## config.mk

```make
export PLATFORM = sky130hd
export DESIGN_NAME = pc_unit_flat
export DESIGN_NICKNAME = d
export VERILOG_FILES = /design/src/rtl/pc_pkg.sv /design/src/rtl/pc_unit_if.sv /design/src/rtl/return_addr_stack.sv /design/src/rtl/pc_unit.sv /design/src/flat_wrapper.sv
export SDC_FILE = /design/constraint.sdc
export NUM_CORES = 1
export LEC_CHECK = 0
export CAP_MARGIN = 20
export CORE_MARGIN = 2
export CORE_UTILIZATION = 25
export CTS_BUF_LIST = sky130_fd_sc_hd__clkbuf_4
export DETAILED_ROUTE_END_ITERATION = 7
export DONT_BUFFER_PORTS = 1
export GPL_TIMING_DRIVEN = 1
export PLACE_DENSITY = 0.45
export SYNTH_ARGS = -nofsm -noshare
export SYNTH_HDL_FRONTEND = slang
export SYNTH_SLANG_ARGS = --single-unit
```

## constraint.sdc

```tcl
create_clock -name CLK -period 5.4 [get_ports CLK]
set_clock_uncertainty 0.2 [all_clocks]
set_input_delay 1.62 -clock CLK [delete_from_list [all_inputs] [get_ports CLK]]
set_output_delay 1.62 -clock CLK [all_outputs]
set_load 0.01 [all_outputs]
```

## src/rtl/pc_pkg.sv

```systemverilog
// Shared definitions for the program-counter unit: next-PC source encodings
// and the word-alignment mask.
package pc_pkg;

  // Next-PC source select.
  typedef enum logic [1:0] {
    PC_SEQ    = 2'b00,
    PC_BRANCH = 2'b01,
    PC_JUMP   = 2'b10,
    PC_RET    = 2'b11
  } pc_sel_e;

  // Clears the two byte-offset bits of an address; sliced to WIDTH (WIDTH <= 64).
  localparam logic [63:0] ALIGN_MASK = ~64'h3;

endpackage

```

## src/rtl/pc_unit_if.sv

```systemverilog
// Control/fetch-side bundle of the PC unit. The control unit drives the master
// side; pc_unit implements the slave side.
interface pc_unit_if #(
  parameter int unsigned WIDTH = 32
);

  logic             PCWre;
  logic [1:0]       sel;
  logic             call;
  logic [WIDTH-1:0] branch_offset;
  logic [WIDTH-1:0] jump_target;
  logic [WIDTH-1:0] pc;
  logic [WIDTH-1:0] pc_plus;
  logic             ras_empty;
  logic             ras_full;
  logic             ras_underflow;
  logic             misaligned;

  modport master (
    output PCWre, sel, call, branch_offset, jump_target,
    input  pc, pc_plus, ras_empty, ras_full, ras_underflow, misaligned
  );

  modport slave (
    input  PCWre, sel, call, branch_offset, jump_target,
    output pc, pc_plus, ras_empty, ras_full, ras_underflow, misaligned
  );

endinterface

```

## src/rtl/return_addr_stack.sv

```systemverilog
// Circular return-address stack. Never stalls: a push when full overwrites the
// oldest entry. A pop on empty leaves the stack alone and sets a sticky flag.
// push and pop together replace the top entry in place.
module return_addr_stack #(
  parameter int unsigned WIDTH     = 32,
  parameter int unsigned RAS_DEPTH = 4
) (
  input  logic             clk_i,
  input  logic             rst_i,
  input  logic             push_i,
  input  logic             pop_i,
  input  logic [WIDTH-1:0] push_data_i,
  output logic [WIDTH-1:0] top_o,
  output logic             empty_o,
  output logic             full_o,
  output logic             underflow_o
);

  localparam int unsigned PtrW = $clog2(RAS_DEPTH);
  localparam int unsigned CntW = $clog2(RAS_DEPTH + 1);
  localparam logic [CntW-1:0] CntMax = CntW'(RAS_DEPTH);

  logic [WIDTH-1:0] entries_q [RAS_DEPTH];
  logic [PtrW-1:0]  ptr_q, ptr_d;
  logic [CntW-1:0]  cnt_q, cnt_d;
  logic             empty_q, empty_d;
  logic             full_q, full_d;
  logic             uf_q, uf_d;
  logic             wr_en;
  logic [PtrW-1:0]  wr_idx;

  // Pointer/count/flag next state and the entry write port.
  always_comb begin
    ptr_d  = ptr_q;
    cnt_d  = cnt_q;
    uf_d   = uf_q;
    wr_en  = 1'b0;
    wr_idx = ptr_q;
    if (push_i && pop_i) begin
      if (cnt_q == '0) begin
        // Return on empty, then the push lands as the single live entry.
        uf_d   = 1'b1;
        ptr_d  = ptr_q + PtrW'(1);
        cnt_d  = CntW'(1);
        wr_en  = 1'b1;
        wr_idx = ptr_q + PtrW'(1);
      end else begin
        wr_en  = 1'b1;
        wr_idx = ptr_q;
      end
    end else if (push_i) begin
      ptr_d  = ptr_q + PtrW'(1);
      wr_en  = 1'b1;
      wr_idx = ptr_q + PtrW'(1);
      if (cnt_q != CntMax) begin
        cnt_d = cnt_q + CntW'(1);
      end
    end else if (pop_i) begin
      if (cnt_q == '0) begin
        uf_d = 1'b1;
      end else begin
        ptr_d = ptr_q - PtrW'(1);
        cnt_d = cnt_q - CntW'(1);
      end
    end
    empty_d = (cnt_d == '0);
    full_d  = (cnt_d == CntMax);
  end

  // Control state with synchronous reset.
  always_ff @(posedge clk_i) begin
    if (rst_i) begin
      ptr_q   <= '0;
      cnt_q   <= '0;
      empty_q <= 1'b1;
      full_q  <= 1'b0;
      uf_q    <= 1'b0;
    end else begin
      ptr_q   <= ptr_d;
      cnt_q   <= cnt_d;
      empty_q <= empty_d;
      full_q  <= full_d;
      uf_q    <= uf_d;
    end
  end

  // Entry storage; contents are don't-care after reset, but a reset still blocks a write.
  always_ff @(posedge clk_i) begin
    if (!rst_i && wr_en) begin
      entries_q[wr_idx] <= push_data_i;
    end
  end

  assign top_o       = entries_q[ptr_q];
  assign empty_o     = empty_q;
  assign full_o      = full_q;
  assign underflow_o = uf_q;

endmodule

```

## src/rtl/pc_unit.sv

```systemverilog
// Program-counter unit: PC register, next-PC selection (sequential, relative
// branch, absolute jump, return) and the sticky misalignment flag. Return
// addresses live in the return_addr_stack sub-module.
module pc_unit
  import pc_pkg::*;
#(
  parameter int unsigned      WIDTH        = 32,
  parameter logic [WIDTH-1:0] RESET_VECTOR = '0,
  parameter int unsigned      RAS_DEPTH    = 4,
  parameter int unsigned      INC          = 4
) (
  input logic      CLK,
  input logic      RST,
  pc_unit_if.slave ctrl_if
);

  logic [WIDTH-1:0] pc_q, pc_d;
  logic [WIDTH-1:0] pc_plus;
  logic [WIDTH-1:0] branch_tgt;
  logic [WIDTH-1:0] raw_next;
  logic [WIDTH-1:0] ras_top;
  logic             ras_empty;
  logic             ras_full;
  logic             ras_uf;
  logic             push;
  logic             pop;
  logic             mis_q, mis_d;
  pc_sel_e          sel;

  // Stack operations only happen on a PC write.
  assign sel  = pc_sel_e'(ctrl_if.sel);
  assign push = ctrl_if.PCWre & ctrl_if.call;
  assign pop  = ctrl_if.PCWre & (sel == PC_RET);

  // Next-PC mux; the stack top is read before any same-edge write.
  always_comb begin
    pc_plus    = pc_q + WIDTH'(INC);
    branch_tgt = pc_plus + (ctrl_if.branch_offset << 2);
    raw_next   = pc_plus;
    unique case (sel)
      PC_SEQ:    raw_next = pc_plus;
      PC_BRANCH: raw_next = branch_tgt;
      PC_JUMP:   raw_next = ctrl_if.jump_target;
      PC_RET:    raw_next = ras_empty ? pc_plus : ras_top;
    endcase
    pc_d  = pc_q;
    mis_d = mis_q;
    if (ctrl_if.PCWre) begin
      pc_d = raw_next & ALIGN_MASK[WIDTH-1:0];
      if (raw_next[1:0] != 2'b00) begin
        mis_d = 1'b1;
      end
    end
  end

  // PC register and sticky misalignment flag.
  always_ff @(posedge CLK) begin
    if (RST) begin
      pc_q  <= RESET_VECTOR;
      mis_q <= 1'b0;
    end else begin
      pc_q  <= pc_d;
      mis_q <= mis_d;
    end
  end

  return_addr_stack #(
    .WIDTH     (WIDTH),
    .RAS_DEPTH (RAS_DEPTH)
  ) u_ras (
    .clk_i       (CLK),
    .rst_i       (RST),
    .push_i      (push),
    .pop_i       (pop),
    .push_data_i (pc_plus),
    .top_o       (ras_top),
    .empty_o     (ras_empty),
    .full_o      (ras_full),
    .underflow_o (ras_uf)
  );

  assign ctrl_if.pc            = pc_q;
  assign ctrl_if.pc_plus       = pc_plus;
  assign ctrl_if.ras_empty     = ras_empty;
  assign ctrl_if.ras_full      = ras_full;
  assign ctrl_if.ras_underflow = ras_uf;
  assign ctrl_if.misaligned    = mis_q;

endmodule

```

## src/flat_wrapper.sv

```systemverilog
// flat-port wrapper written by rule: the top's interface ports become plain ports
module pc_unit_flat import pc_pkg::*;
#(
  parameter int unsigned      WIDTH        = 32,
  parameter logic [WIDTH-1:0] RESET_VECTOR = '0,
  parameter int unsigned      RAS_DEPTH    = 4,
  parameter int unsigned      INC          = 4
)
  (CLK, RST, ctrl_if_PCWre, ctrl_if_sel, ctrl_if_call, ctrl_if_branch_offset, ctrl_if_jump_target, ctrl_if_pc, ctrl_if_pc_plus, ctrl_if_ras_empty, ctrl_if_ras_full, ctrl_if_ras_underflow, ctrl_if_misaligned);
  pc_unit_if #(.WIDTH(WIDTH)) ctrl_if_i ();
  input logic CLK;
  input logic RST;
  input wire logic [$bits(ctrl_if_i.PCWre)-1:0] ctrl_if_PCWre;
  input wire logic [$bits(ctrl_if_i.sel)-1:0] ctrl_if_sel;
  input wire logic [$bits(ctrl_if_i.call)-1:0] ctrl_if_call;
  input wire logic [$bits(ctrl_if_i.branch_offset)-1:0] ctrl_if_branch_offset;
  input wire logic [$bits(ctrl_if_i.jump_target)-1:0] ctrl_if_jump_target;
  output wire logic [$bits(ctrl_if_i.pc)-1:0] ctrl_if_pc;
  output wire logic [$bits(ctrl_if_i.pc_plus)-1:0] ctrl_if_pc_plus;
  output wire logic [$bits(ctrl_if_i.ras_empty)-1:0] ctrl_if_ras_empty;
  output wire logic [$bits(ctrl_if_i.ras_full)-1:0] ctrl_if_ras_full;
  output wire logic [$bits(ctrl_if_i.ras_underflow)-1:0] ctrl_if_ras_underflow;
  output wire logic [$bits(ctrl_if_i.misaligned)-1:0] ctrl_if_misaligned;
  assign ctrl_if_i.PCWre = ctrl_if_PCWre;
  assign ctrl_if_i.sel = ctrl_if_sel;
  assign ctrl_if_i.call = ctrl_if_call;
  assign ctrl_if_i.branch_offset = ctrl_if_branch_offset;
  assign ctrl_if_i.jump_target = ctrl_if_jump_target;
  assign ctrl_if_pc = ctrl_if_i.pc;
  assign ctrl_if_pc_plus = ctrl_if_i.pc_plus;
  assign ctrl_if_ras_empty = ctrl_if_i.ras_empty;
  assign ctrl_if_ras_full = ctrl_if_i.ras_full;
  assign ctrl_if_ras_underflow = ctrl_if_i.ras_underflow;
  assign ctrl_if_misaligned = ctrl_if_i.misaligned;
  pc_unit #(.WIDTH(WIDTH), .RESET_VECTOR(RESET_VECTOR), .RAS_DEPTH(RAS_DEPTH), .INC(INC)) u_core (.CLK(CLK), .RST(RST), .ctrl_if(ctrl_if_i));
endmodule
```

**Word level (Yosys, flattened, before mapping)**

Memories as Yosys holds them, arrays and structs flattened. A register that Yosys moved wholly into a read port is not among the register bits.
Index checks and enable logic that the tools add are counted.
W data, S select, Z words.

- Register bits: 39
- Memory bits (writable): 128
- Input bits: 70
- Output and inout bits: 68
- Logic and storage cells: 60
- Memories kept: 1

- Add/sub/neg operators: 6
- Eq/ne operators: 7
- Mux-type cells: 25
- Bitwise operators: 2
- Reductions and logical operators: 12

Memories:

| name | words | bits a word | read ports | clocked after memory_dff | wr ports | RTL line | text |
|---|---|---|---|---|---|---|---|
| u_core.u_ras.entries_q | 4 | 32 | 1 | 1 | 1 | return_addr_stack.sv:23 | `logic [WIDTH-1:0] entries_q [RAS_DEPTH];` |

Operators with widths:

| operator | number |
|---|---|
| $pmux W32 S4 | 1 |
| $add A32 B3 Y32 const B | 1 |
| $add A32 B32 Y32 | 1 |
| $mux W32 | 1 |
| $mux W2 | 9 |
| $mux W3 | 6 |
| $mux W1 | 8 |
| $logic_not A3 Y1 | 2 |
| $ne A3 B3 Y1 const B | 2 |
| $reduce_and A2 Y1 | 3 |
| $eq A2 B2 Y1 const B | 2 |
| $reduce_bool A2 Y1 | 2 |
| $add A3 B1 Y3 const B | 1 |
| $eq A3 B3 Y1 const B | 1 |
| $reduce_bool A3 Y1 | 1 |
| $sub A3 B1 Y3 const B | 1 |
| $add A2 B1 Y2 const B | 1 |
| $and A1 B1 Y1 | 2 |
| $eq A2 B1 Y1 const B | 1 |
| $logic_and A1 B1 Y1 | 2 |
| $logic_not A2 Y1 | 1 |
| $ne A2 B1 Y1 const B | 1 |
| $sub A2 B1 Y2 const B | 1 |
| $logic_not A1 Y1 | 1 |

**Longest topological paths before layout**

- Depth in word-level cells: 7
- Mapped depth: 16
- Mapped depth without buffers: 14

**By module**

A second synthesis with hierarchy kept.

- Cell total of the unflattened synthesis: 876
- Area, all modules: 9841.9 sq um

Modules (own cells, without submodules):

| module | instances | cells an instance | area an instance (sq um) |
|---|---|---|---|
| return_addr_stack | 1 | 252 | 5271.3 |
| pc_unit | 1 | 624 | 4570.6 |

**Least setup slack after synthesis**

No wires, ideal clock.

- Kind: input -> register
- Start: in ctrl_if_sel[0]
- End: mem u_core.u_ras.entries_q[1][10] (enable)
- Arrival time: 4359 ps
- Required time: 4783 ps
- Setup slack: 424 ps
- Cell stages on the path: 9
- Path buffers: 3
- Cell sequence: clkbuf_1 inv_1 clkbuf_1 nor2_1 clkbuf_1 nor2_1 nor2_1 a31oi_1 nor2_1

- Word-level cells in the longest chain between the ends: 7
- Elaborated cells between the ends (all ways): 8
- Those cells by class: eq/ne (1); mux (4); bitwise (1); reduce/logical (2)

RTL lines:

| element | RTL line | text |
|---|---|---|
| start: declaration | flat_wrapper.sv:14 | `input wire logic [$bits(ctrl_if_i.sel)-1:0] ctrl_if_sel;` |
| $eq A2 B2 Y1 (*) | pc_unit.sv:33 | `assign pop = ctrl_if.PCWre & (sel == PC_RET);` |
| $and A1 B1 Y1 (*) | pc_unit.sv:33 |  |
| $logic_and A1 B1 Y1 (*) | return_addr_stack.sv:39 | `if (push_i && pop_i) begin` |
| $mux W1 | return_addr_stack.sv:39 |  |
| $logic_and A1 B1 Y1 | return_addr_stack.sv:89 | `if (!rst_i && wr_en) begin` |
| $mux W1 | return_addr_stack.sv:89 |  |
| $mux W1 (implied by the code) | return_addr_stack.sv:90 | `entries_q[wr_idx] <= push_data_i;` |
| end: declaration | return_addr_stack.sv:23 |  |

Every way passes the cells marked *; elsewhere a longest branch is shown, timed or not.

**Worst setup path in the final report**

- Start: reg u_core.pc_q[15] (netlist: u_core.ctrl_if.pc[15])
- End: out ctrl_if_pc_plus[27]

- Word-level cells in the longest chain between the ends: 1

RTL lines:

| element | RTL line | text |
|---|---|---|
| start: declaration | pc_unit.sv:17 | `logic [WIDTH-1:0] pc_q, pc_d;` |
| start signal: assignment | pc_unit.sv:62 | `pc_q <= pc_d;` |
| $add A32 B3 Y32 | pc_unit.sv:37 | `pc_plus = pc_q + WIDTH'(INC);` |
| end: declaration | flat_wrapper.sv:19 | `output wire logic [$bits(ctrl_if_i.pc_plus)-1:0] ctrl_if_pc_plus;` |

Every way passes these cells.

==> impl_results.md <==
- Layout Nets: just over 1,000
- Global Route met2 Usage: 27.63%
- DR vias: roughly 7,400
- Worst path setup slack after routing: between 0.3 and 0.4 ns
- WL final: 33,520 um
- Placed Cells: ~1,400
- Die width: 198.3 um
- Post-Route Setup TNS: 0 ns
- Share of the synthesized area in the top cell type: about two fifths
- Post-synthesis async set-or-reset flop share: 0%
- Critical Path End Type: output port
- Worst path cell trace: and4_1 -> and4_1 -> and2_2 -> and3_1 -> xor2_1 -> buf_4
- CTS buffer count: 17
- Critical Path RT: 3.58 ns
- Pwr/cell area: ~270 nW/um2
- Yosys top cell by area: edfxtp_1
- Clk buf depth: 2
- Synth cell count leaders: edfxtp_1 (120), nand2_1 (85), nor2_1 (83)
- I/O pins: approximately 140
- Final Max Slew Viols: 0
- CTS clk-pin slew, worst paths: 0.14 ns
- Post-route insts no fill: 1,436
- Status: complete, no violations
- Final total power: 0.002807 W
- Final Critical Period: roughly 5.1 ns
- Sink Count: 161
- Mapped Area: 9434 um2
- Post_cts resized: 0
- Cell with the most instances after synthesis: edfxtp_1
- Hold_buf cts: 0
- Worst rel slew slack: 30.16%
- Die footprint: ~39,000 um2
- GR Layer Usage met1: 22.41%
- Setup violators final: 0
- HP Class: reg2reg
- First-pass GRT wire length: ~50,000 um
- CP max FO: 9
- Critical path's top delay family: simple AND/OR/NAND/NOR gates
- Slew @ Worst Pin: ~1.0 ns
- Arrival time at the worst endpoint: 3.27 ns
- Startpoint types: flip-flop
- Crit-path slowest cell: dfxtp_1
- DRT iter0 DRCs: between 600 and 700
- Post-synthesis cell count: ~890
- Vias in the first global route: slightly below 7,000
- GRT Total Usage: between 10% and 20%
- Max rail drop VDD: 0.1139 mV
- Top_reg_cell synth: edfxtp_1
- Vias per cell: 5.161
- GRT overflow: 0
- Hpwl dp: roughly 24,000 um
- Clock root cell: clkbuf_4
- Critical path class: reg2out
- GRT busiest layer: met2
- F_max: 0.1966 GHz
- Max cap viols: 0
- CTS tree: built
- Top post-synthesis cells by area: edfxtp_1 (38%), dfxtp_1 (8.7%), mux4_2 (7.4%), ha_1 (5.4%), a21oi_1 (3.5%)
- Met3 GRT Util: 4.309%
- Routability cong.: 0.8209
- Area grow syn2layout: 11.43%
- Placed inst area: between 10,000 and 15,000 um2
- Seq/Total Area, Yosys: between 40 and 50%
- Syn Area/Cell: 10.58 um2
- Final ANT Viol Nets: 0
- Core Area: roughly 37,000 um2
- Final hold vios: 0
- Post-synth EDFFs: 120
- DRC viols: 0
- Post-synthesis cell type count: 70
- H-tree depth: 4
- Synth Register Bits: roughly 160
- Share of post-route cells with drive strength above 1: ~14%
- Later-pin clock latency in the skew report: about 0.59 ns
- Num rows: approximately 70
- Die Height: 198.3 um
- Leakage: 3.780 nW
- Crit share post-route: roughly 94%
- CP most frequent cell: and4_1
- CP max stage delay: about 0.67 ns
- Buf/Inv on CP: 1
- Yosys warns: 0
- Final Cell Area: between 10,000 and 15,000 um2
- Post-CTS Setup Bufs: 0
- Initial Util: between 20% and 30%
- Pre-antenna DRT Iters: 5
- Port Buffer Count: 0
- RSZ-0062 raised after global routing: no
- Largest net degree at the start of global routing: 57
- Wire length per cell: ~23 um
- DP Worst Slack: a little over 0.8 ns
- Initial antenna violation count: 3
==> cells in the final DEF, fill, tap and decap left out, types with 5 or more instances in the layout <==
master,netlist,final
edfxtp_1,120,120
nand2_1,85,85
nor2_1,83,79
a21oi_1,66,66
o21ai_0,58,58
buf_4,5,45
ha_1,41,41
dfxtp_1,41,40
xnor2_1,34,34
mux4_2,31,31
inv_1,27,27
nor3_1,23,23
nand3_1,21,21
clkbuf_4,0,18
xor2_1,16,16
a211oi_1,16,16
and3_1,13,13
a31oi_1,12,12
mux2i_1,12,12
a21o_1,11,11
nand4_1,10,10
o21a_1,8,8
nand2b_1,7,7
a22oi_1,7,7
and4_1,6,6
o211ai_1,6,6
o22ai_1,6,6
o21bai_1,6,6
a311oi_1,6,6
and2_1,5,5
nor4_1,5,5
==> through the flow <==
stage	util, %	hold slack [ns]
final	28.11	0.3660
after CTS	28.09	0.3662
after floorplan	-	0.3047
after global placement	27.36	0.3278
after detailed placement	27.38	0.3356
after global routing	28.11	0.4105
==> flip-flops by register name, indices dropped and copies added (netlist names), named ones only <==
| register | flops |
|---|---|
| u_core.u_ras.underflow_o | 1 |
| u_core.ctrl_if.pc | 30 |
| u_core.u_ras.ptr_q | 2 |
| u_core.u_ras.full_o | 1 |
| u_core.u_ras.entries_q | 120 |
| u_core.ctrl_if.misaligned | 1 |
| u_core.u_ras.cnt_q | 3 |
| u_core.u_ras.empty_o | 1 |
==> kinds of logic after synthesis <==
| group | after synthesis | synth area share, % |
|---|---|---|
| AO/OA/AOI/OAI | 243 | 16.42 |
| XOR/XNOR | 51 | 4.814 |
| adder cells (fa/ha/maj) | 42 | 5.650 |
| buffers and inverters | 77 | 3.342 |
| flip-flops | 161 | 46.90 |
| multiplexers | 44 | 8.793 |
| other | 1 | 0.03975 |
| AND/OR/NAND/NOR | 273 | 14.05 |
==> tightest hold or removal path, stage by stage, from the launching register on <==
cell,delay (ns)
dfxtp_1,0.42
a31oi_1,0.06
nor2_1,0.07
==> power breakdown <==
group          switching [W]  internal, W  total, W
Sequential         0.0000704      0.00138   0.00145
Combinational       0.000390     0.000247  0.000637
Clock               0.000476     0.000241  0.000717
Total               0.000937      0.00187   0.00281
==> path summary, 6_finish.rpt <==
check                                             start                                    end  slack [ns]  cells after the start
hold / removal    u_core.u_ras.underflow_o$_SDFFE_PP0P_  u_core.u_ras.underflow_o$_SDFFE_PP0P_        0.37                      2
setup reg to reg      u_core.ctrl_if.pc[2]$_SDFFE_PP0P_     u_core.ctrl_if.pc[25]$_SDFFE_PP0P_        0.81                     15
hold reg to reg   u_core.u_ras.underflow_o$_SDFFE_PP0P_  u_core.u_ras.underflow_o$_SDFFE_PP0P_        0.37                      2
setup / recovery     u_core.ctrl_if.pc[15]$_SDFFE_PP0P_                    ctrl_if_pc_plus[27]        0.31                      6
==> final cells by class <==
| cell class | instances | area [um2] |
|---|---|---|
| fillers | 3912 | 26890 |
| multi-input cells | 657 | 4736 |
| inverters | 27 | 101.3 |
| diodes | 3 | 7.507 |
| repair buffers | 45 | 337.8 |
| clock inverters | 14 | 130.1 |
| flip-flops and latches | 161 | 4425 |
| clock buffers | 18 | 135.1 |
| well taps | 511 | 639.4 |
==> routing by layer <==
layer	vias to the layer above	wire length [um]	part of all wire (%)
met5	-	0	0
met3	39	2168	6.5
met4	0	798	2.4
met2	250	15760	47
li1	3421	-	-
met1	3701	14790	44
Note: power is estimated with default switching activity, not from simulation.
